File: src/rtl/int_ctrl_pkg.sv
// int_ctrl_pkg: register offsets, FSM encoding and field positions shared by the interrupt controller
package int_ctrl_pkg;
    localparam int HWINT_W = 6;
    localparam logic [1:0] INT_ENABLE  = 2'd0;
    localparam logic [1:0] INT_MODE    = 2'd1;
    localparam logic [1:0] INT_PENDING = 2'd2;
    localparam logic [1:0] INT_STATUS  = 2'd3;
    localparam int STAT_ACTIVE_BIT = 31;
    localparam int STAT_ID_LSB     = 0;
    typedef enum logic {
        ST_IDLE    = 1'b0,
        ST_SERVICE = 1'b1
    } int_state_e;
endpackage

File: src/rtl/int_ctrl_if.sv
// int_ctrl_if: register window and CP0 handshake between the CPU side and the interrupt controller
interface int_ctrl_if;
    logic [1:0]  addr;
    logic        we;
    logic [31:0] wdata;
    logic [31:0] rdata;
    logic        int_taken;
    logic        eret;
    logic [5:0]  hwint;
    logic        svc_active;
    modport master (output addr, we, wdata, int_taken, eret, input rdata, hwint, svc_active);
    modport slave  (input addr, we, wdata, int_taken, eret, output rdata, hwint, svc_active);
endinterface

File: src/rtl/int_prio_enc.sv
// int_prio_enc: lowest-set-bit priority encoder (bit 0 wins)
module int_prio_enc #(
    parameter int N = 6,
    parameter int W = 3
) (
    input  logic [N-1:0] vec,
    output logic         valid,
    output logic [W-1:0] idx
);
    // Scan from the top down so the lowest set index is the last one written
    always_comb begin
        valid = |vec;
        idx = '0;
        for (int i = N - 1; i >= 0; i--)
            if (vec[i]) idx = W'(i);
    end
endmodule

File: src/rtl/int_ctrl.sv
// int_ctrl: interrupt controller feeding CP0 HWInt; define INT_CTRL_SYNC2_EN for a 2-flop input synchroniser
module int_ctrl
    import int_ctrl_pkg::*;
#(
    parameter int N_SRC = 6,
    parameter int ID_W  = 3
) (
    input logic             clk,
    input logic             reset,
    input logic [N_SRC-1:0] irq_in,
    int_ctrl_if.slave       bus
);
    logic [N_SRC-1:0] en_q, en_d, mode_q, mode_d, epend_q, epend_d;
    logic [N_SRC-1:0] s_irq_q, prev_q, rise, pend, hw, w1c, take_mask;
    logic [ID_W-1:0]  svc_id_q, svc_id_d, enc_idx;
    logic             enc_valid, take;
    logic [31:0]      status;
    int_state_e       state_q, state_d;
`ifdef INT_CTRL_SYNC2_EN
    logic [N_SRC-1:0] sync1_q;
`endif

    int_prio_enc #(.N(N_SRC), .W(ID_W)) u_enc (
        .vec   (hw),
        .valid (enc_valid),
        .idx   (enc_idx)
    );

    // Pending vector, register updates and accept/eret tracking
    always_comb begin
        rise = s_irq_q & ~prev_q;
        pend = (mode_q & epend_q) | (~mode_q & s_irq_q);
        hw = pend & en_q;
        take = state_q == ST_IDLE && bus.int_taken && enc_valid;
        take_mask = take ? N_SRC'(1) << enc_idx : '0;
        w1c = (bus.we && bus.addr == INT_PENDING) ? bus.wdata[N_SRC-1:0] & mode_q : '0;
        en_d = (bus.we && bus.addr == INT_ENABLE) ? bus.wdata[N_SRC-1:0] : en_q;
        mode_d = (bus.we && bus.addr == INT_MODE) ? bus.wdata[N_SRC-1:0] : mode_q;
        epend_d = (epend_q & ~(w1c | take_mask)) | (rise & mode_q);
        state_d = state_q == ST_SERVICE ? (bus.eret ? ST_IDLE : ST_SERVICE)
                                        : (take ? ST_SERVICE : ST_IDLE);
        svc_id_d = take ? enc_idx : svc_id_q;
    end

    // Register readback and CP0-facing outputs
    always_comb begin
        status = '0;
        status[STAT_ACTIVE_BIT] = state_q == ST_SERVICE;
        status[STAT_ID_LSB +: ID_W] = svc_id_q;
        bus.hwint = HWINT_W'(hw);
        bus.svc_active = state_q == ST_SERVICE;
        bus.rdata = bus.addr == INT_ENABLE  ? 32'(en_q)   :
                    bus.addr == INT_MODE    ? 32'(mode_q) :
                    bus.addr == INT_PENDING ? 32'(pend)   : status;
    end

    // All state: synchroniser, edge history, config, edge-pending and service FSM
    always_ff @(posedge clk) begin
        if (reset) begin
`ifdef INT_CTRL_SYNC2_EN
            sync1_q <= '0;
`endif
            s_irq_q <= '0;
            prev_q <= '0;
            en_q <= '0;
            mode_q <= '0;
            epend_q <= '0;
            state_q <= ST_IDLE;
            svc_id_q <= '0;
        end else begin
`ifdef INT_CTRL_SYNC2_EN
            sync1_q <= irq_in;
            s_irq_q <= sync1_q;
`else
            s_irq_q <= irq_in;
`endif
            prev_q <= s_irq_q;
            en_q <= en_d;
            mode_q <= mode_d;
            epend_q <= epend_d;
            state_q <= state_d;
            svc_id_q <= svc_id_d;
        end
    end
endmodule

File: src/flat_wrapper.sv
// flat-port wrapper written by rule: the top's interface ports become plain ports
module int_ctrl_flat import int_ctrl_pkg::*;
#(
    parameter int N_SRC = 6,
    parameter int ID_W  = 3
)
  (clk, reset, irq_in, bus_addr, bus_we, bus_wdata, bus_int_taken, bus_eret, bus_rdata, bus_hwint, bus_svc_active);
  int_ctrl_if bus_i ();
  input logic clk;
  input logic reset;
  input logic [N_SRC-1:0] irq_in;
  input wire logic [$bits(bus_i.addr)-1:0] bus_addr;
  input wire logic [$bits(bus_i.we)-1:0] bus_we;
  input wire logic [$bits(bus_i.wdata)-1:0] bus_wdata;
  input wire logic [$bits(bus_i.int_taken)-1:0] bus_int_taken;
  input wire logic [$bits(bus_i.eret)-1:0] bus_eret;
  output wire logic [$bits(bus_i.rdata)-1:0] bus_rdata;
  output wire logic [$bits(bus_i.hwint)-1:0] bus_hwint;
  output wire logic [$bits(bus_i.svc_active)-1:0] bus_svc_active;
  assign bus_i.addr = bus_addr;
  assign bus_i.we = bus_we;
  assign bus_i.wdata = bus_wdata;
  assign bus_i.int_taken = bus_int_taken;
  assign bus_i.eret = bus_eret;
  assign bus_rdata = bus_i.rdata;
  assign bus_hwint = bus_i.hwint;
  assign bus_svc_active = bus_i.svc_active;
  int_ctrl #(.N_SRC(N_SRC), .ID_W(ID_W)) u_core (.clk(clk), .reset(reset), .irq_in(irq_in), .bus(bus_i));
endmodule
File: config.mk
export PLATFORM = sky130hd
export DESIGN_NAME = int_ctrl_flat
export DESIGN_NICKNAME = d
export VERILOG_FILES = /design/src/rtl/int_ctrl_pkg.sv /design/src/rtl/int_ctrl_if.sv /design/src/rtl/int_prio_enc.sv /design/src/rtl/int_ctrl.sv /design/src/flat_wrapper.sv
export SDC_FILE = /design/constraint.sdc
export NUM_CORES = 1
export LEC_CHECK = 0
export ABC_AREA = 1
export CORE_ASPECT_RATIO = 2
export CORE_UTILIZATION = 37
export DETAILED_ROUTE_END_ITERATION = 10
export PLACE_DENSITY = 0.79
export RECOVER_POWER = 50
export SETUP_SLACK_MARGIN = 0.2
export SLEW_MARGIN = 10
export SYNTH_ARGS = -nofsm -noshare
export SYNTH_HDL_FRONTEND = slang
export SYNTH_HIERARCHICAL = 1
export SYNTH_SLANG_ARGS = --single-unit
File: constraint.sdc
create_clock -name clk -period 1.41 [get_ports clk]
set_input_delay 0.141 -clock clk [delete_from_list [all_inputs] [get_ports clk]]
set_output_delay 0.141 -clock clk [all_outputs]
set_load 0.02 [all_outputs]
## Word-level counts from Yosys, hierarchy flattened

Cells that the tools add are included.
Widths: inputs -> output; s select.

- Register bits after elaboration: 34
- Latch bits: 0
- Memory bits (writable): 0
- Bits in read-only memories: 0
- Input bits: 45
- Logic and storage cells: 45
- Memories kept: 0

- Add/subtract/negate cells: 0
- $mul: 0
- Divide/modulo/power cells: 0
- Order comparisons: 0
- Equal/unequal tests: 2
- Shift-type cells: 1
- Multiplexer cells: 14
- Bitwise gates (word level): 14
- Reductions and logical operators: 7

Operator list:

| kind | number |
|---|---|
| $mux 32 | 3 |
| $and 6x6->6 | 7 |
| $mux 3 | 6 |
| $not 6->6 | 3 |
| $or 6x6->6 | 3 |
| $mux 6 | 2 |
| $reduce_or 6->1 | 1 |
| $shl 1x3->6 const A | 1 |
| $logic_and 1x1->1 | 5 |
| $mux 1 | 3 |
| $eq 2x1->1 const B | 1 |
| $eq 2x2->1 const B | 1 |
| $logic_not 2->1 | 1 |
| $not 1->1 | 1 |

## Logic depth before layout (Yosys ltp)

- Depth after elaboration: 16
- Mapped depth: 15

## Modules after synthesis

The synthesis kept the hierarchy.

By module, submodules not included:

| module | times used | cells each | area an instance (µm²) | sequential area each (µm²) |
|---|---|---|---|---|
| int_ctrl | 1 | 258 | 1744.2 | 680.7 |
| int_prio_enc | 1 | 15 | 72.6 | 0.0 |

## Worst setup path after synthesis

OpenSTA, ideal clock, no wires.

- Path kind: flip-flop to flip-flop
- Start point: reg u_core.mode_q[3]
- End point: reg u_core.epend_q[1]
- Data arrival time: 1.717 ns
- Required time: 1.291 ns
- Setup slack: -0.426 ns
- Cell stages (with the launch flop): 13
- Buffers on the path: 0
- Path through: dfxtp_1 -> o21ai_0 -> inv_1 -> nor2_1 -> inv_1 -> nand2_1 -> nand2_1 -> a21oi_1 -> nand2_1 -> nor2_1 -> nand2_1 -> nand3_1 -> a21oi_1

- Word-level cells in the longest chain between the ends: 14

Ends and longest elaborated chain:

| element | RTL line | RTL |
|---|---|---|
| start, declared | int_ctrl.sv:13 | `logic [N_SRC-1:0] en_q, en_d, mode_q, mode_d, epend_q, epend_d;` |
| start signal, assigned | int_ctrl.sv:79 | `mode_q <= mode_d;` |
| $not 6->6 | int_ctrl.sv:32 | `pend = (mode_q & epend_q) \| (~mode_q & s_irq_q);` |
| $and 6x6->6 | int_ctrl.sv:32 |  |
| $or 6x6->6 * | int_ctrl.sv:32 |  |
| $and 6x6->6 * | int_ctrl.sv:33 | `hw = pend & en_q;` |
| named net bus_hwint[3] | flat_wrapper.sv:18 | `output wire logic [$bits(bus_i.hwint)-1:0] bus_hwint;` |
| $mux 3 * (4 in a row) | int_prio_enc.sv:15 | `if (vec[i]) idx = W'(i);` |
| named net u_core.enc_idx[0] | int_ctrl.sv:15 | `logic [ID_W-1:0] svc_id_q, svc_id_d, enc_idx;` |
| $shl 1x3->6 * | int_ctrl.sv:35 | `take_mask = take ? N_SRC'(1) << enc_idx : '0;` |
| $mux 6 * | int_ctrl.sv:35 |  |
| $or 6x6->6 * | int_ctrl.sv:39 | `epend_d = (epend_q & ~(w1c \| take_mask)) \| (rise & mode_q);` |
| $not 6->6 * | int_ctrl.sv:39 |  |
| $and 6x6->6 * | int_ctrl.sv:39 |  |
| $or 6x6->6 * | int_ctrl.sv:39 |  |
| end signal, assigned | int_ctrl.sv:80 | `epend_q <= epend_d;` |
| end, declared | int_ctrl.sv:13 |  |

The timed path passes the listed nets; every way through them passes the cells marked *.
A chain may end at the register's enable or synchronous reset.

## Final worst setup path

- Start point: reg u_core.s_irq_q[3]
- End point: reg u_core.epend_q[1]

- Word-level cells in the longest chain between the ends: 13

Ends and longest elaborated chain:

| element | RTL line | RTL |
|---|---|---|
| start, declared | int_ctrl.sv:14 | `logic [N_SRC-1:0] s_irq_q, prev_q, rise, pend, hw, w1c, take_mask;` |
| start signal, assigned | int_ctrl.sv:75 | `s_irq_q <= irq_in;` |
| $and 6x6->6 | int_ctrl.sv:32 |  |
| $or 6x6->6 | int_ctrl.sv:32 |  |
| $and 6x6->6 | int_ctrl.sv:33 |  |
| $mux 3 (4 in a row) | int_prio_enc.sv:15 |  |
| named net u_core.enc_idx[0] | int_ctrl.sv:15 |  |
| $shl 1x3->6 | int_ctrl.sv:35 |  |
| $mux 6 | int_ctrl.sv:35 |  |
| $or 6x6->6 | int_ctrl.sv:39 |  |
| $not 6->6 | int_ctrl.sv:39 |  |
| $and 6x6->6 | int_ctrl.sv:39 |  |
| $or 6x6->6 | int_ctrl.sv:39 |  |

The timed path passes the listed nets, and every way through them passes these cells.

==> impl_metrics.tcl <==
set metrics [dict create \
    cts.reportedPaths.clkPinSlew_ns 0.07 \
    cp_common_cell "inv_2" \
    synth_top_area_frac 0.375 \
    worst_slack_ns -0.221 \
    gr-total-overflow 0 \
    grt_pass1_wl_mm 8.11 \
    cp_cell_sequence "inv_2 > o21ai_2 > inv_2 > nor2_4 > inv_2 > nand2_2 > nand2_2 > a21oi_4 > nand2_1 > nor2_1 > nand2_1 > nand3_1 > a21oi_1" \
    period_needed_ns 1.63 \
    clk_latency_ns 0.28 \
    crit_required_ns 1.58 \
    synth_cell_types 23 \
    path_class "reg -> reg" \
    synth-simple-area-share 0.268 \
    cp-end-kind "flip-flop" \
    violations "setup timing" \
    synth_top_family_by_area "simple AND/OR/NAND/NOR gates" \
    ir_worst_vdd_mv 0.562 \
    period_share 1.16 \
    cp_max_fo 5 \
    die_area_sq_um 5210 \
    cpMaxStageDelayCell "dfxtp_2" \
    synth-compound-area-share 0.137 \
    cts_sinks 34 \
    drt_iter0_drc 71 \
    rsz0062_at_grt "true" \
    fin_skew_ns 0.00354 \
    power_per_cell_area_nw_per_um2 819 \
    cp_top_family "simple AND/OR/NAND/NOR gates" \
    start_kind "flip-flop" \
    dp_hpwl_mm 3.50 \
    root_buffer "clkbuf_8" \
    start_util 0.391 \
    r2r_slack_ns -0.22 \
    rows 35 \
    antennaDiodeCount 0 \
    syn_area_per_cell_sq_um 6.65 \
    arrival_ns 1.80 \
    ios 84 \
    ant_nets 0 \
    vias_per_cell 4.75 \
    grtUsageTotal 0.210 \
    yosys.area_share.adder 0 \
    synth_seq_cells 34 \
    synthFlopType "dfxtp_1" \
    die_w_microns 51.6 \
    synth_area_leaders "dfxtp_1 37%, buf_4 11%, inv_1 9.3%" \
    final_util 0.584 \
    ys_seq_area_frac 0.375 \
    synth_edf_count 0 \
    leakagePower_nw 1.26 \
    syn_area_sq_um 1820 \
    cts_tree "done" \
    max_stage_delay_ns 0.32 \
    gp_congestion 0.855 \
    fin_nets 396 \
    num_vias 1930 \
    wl_mm 4.92 \
    first_pass_iters 5 \
    hold_path_class "in -> reg" \
    synth_most_common_cell "inv_1" \
    dpl_worst_slack_ns -0.618 \
    htree_levels 2 \
    finalHoldViolCount 0 \
    grt_pass1_vias 1885 \
    drc 0 \
    slew_violations 0 \
    crit_buf_inv 3 \
    synth_commonest_cells "45 x inv_1, 44 x nand2_1, 40 x nor2_1" \
    setup_viol 15 \
    coreArea_sq_um 4640 \
    yosysWarnings 6 \
    grt_max_degree 19 \
    syn_to_final_growth_pct 49.2 \
    drv_cap 0 \
    die_h_microns 101 \
    muxShareOfSynthArea 0 \
    synthXorXnorAreaFrac 0 \
    fmax_mhz 613 \
    wl_per_cell_microns 12.1 \
    cts_made_buffers 5 \
    yosysTopAreaCell "dfxtp_1" \
    synth-async-reset-ratio 0 \
    cts_max_path_buffers 2 \
    antenna_found_initial 0 \
    outcome "complete, but fails checks" \
    drive_gt1_frac 0.382 \
    io_buffers 32 \
    netlist_instances 273 \
]
-- per-stage QoR --
stage / std cells / hold slack [ns] / area, sq um / total power [mW] / setup TNS, ns
after detailed placement: 389 / 0.438 / 2390 / 1.49 / -7.22
after global routing: 406 / 0.361 / 2710 / 2.33 / -4.11
after floorplan: 297 / 0.224 / 1950 / 1.34 / -0.822
final: 406 / 0.354 / 2710 / 2.22 / -1.72
after CTS: 404 / 0.353 / 2600 / 2.20 / -1.45
after global placement: 389 / 0.433 / 2390 / 1.48 / -6.53
-- placed cells by master (no fill, tap or decap), types with 3 or more instances in the layout --
master and instances:
buf_4 41, inv_1 34, nand2_1 34, nor2_1 34, conb_1 25, dfxtp_1 21
a21oi_1 17, buf_6 16, clkdlybuf4s50_1 15, nand3_1 15, inv_2 11, o21ai_0 11
dfxtp_2 11, nand2_2 9, o21ai_2 8, nor2_4 6, o21ai_1 6, clkbuf_8 5
nor2_2 4, o221ai_2 3, nand3_2 3, and2_4 3
-- metal layers --
| metal | track usage | vias to the layer above | wire length (microns) |
|---|---|---|---|
| met5 | 0 | - | 0 |
| met4 | 0.129 | 0 | 241 |
| met3 | 0.0287 | 21 | 256 |
| met2 | 0.412 | 93 | 2740 |
| met1 | 0.187 | 861 | 1680 |
| li1 | - | 955 | - |
-- worst reg2reg max path, cell delays in order (launching register included) --
cell and delay, ns:
dfxtp_2 0.32, inv_2 0.04, o21ai_2 0.16, inv_2 0.06
nor2_4 0.16, inv_2 0.05, nand2_2 0.05, nand2_2 0.06
a21oi_4 0.20, nand2_1 0.10, nor2_1 0.10, nand2_1 0.09
nand3_1 0.08, a21oi_1 0.06
-- area by class of cell --
| type | instances | area (sq um) |
|---|---|---|
| clock buffers | 5 | 68.8 |
| clock inverters | 2 | 10.0 |
| fillers | 432 | 1930 |
| inverters | 48 | 186 |
| multi-input cells | 185 | 993 |
| flip-flops and latches | 34 | 702 |
| well taps | 55 | 68.8 |
| repair buffers | 77 | 682 |
-- where the power goes --
| part | switching (mW) | leakage, nW | internal, mW | total (mW) |
|---|---|---|---|---|
| Clock | 0.345 | 0.0438 | 0.331 | 0.676 |
| Combinational | 0.295 | 0.936 | 0.222 | 0.518 |
| Sequential | 0.0247 | 0.284 | 1.00 | 1.03 |
| Total | 0.665 | 1.26 | 1.56 | 2.22 |
-- what timing repair did --
action                                  4_1_cts  5_1_grt
resized for setup                           117       36
endpoints found under the setup margin       25       24
pin swaps                                     9       10
hold buffers                                  0        0
endpoints found under the hold margin         0        0
setup buffers                                 8        2
-- path summary, 6_finish.rpt --
path,cells after the start,startpoint,to
setup / recovery,13,u_core/s_irq_q[3],u_core/epend_q[1]
hold / removal,3,irq_in[4],u_core/s_irq_q[4]
setup reg to reg,13,u_core/s_irq_q[3],u_core/epend_q[1]
hold reg to reg,2,u_core/s_irq_q[5],u_core/prev_q[5]
-- cell families (layout without fill, tap and decap cells) --
group / Yosys count / after routing
simple gates: 113 / 113
buf+inv: 78 / 132
compound gates: 47 / 47
flops: 34 / 34
other cells: 1 / 25
-- flip-flops by register name, summed over array words and instances, names as in the netlist --
name / flops
u_core/en_q: 6
u_core/prev_q: 6
u_core/bus.svc_active: 1
u_core/s_irq_q: 6
u_core/mode_q: 6
u_core/epend_q: 6
u_core/svc_id_q: 3
No activity file was read; power rests on OpenSTA's default activity.
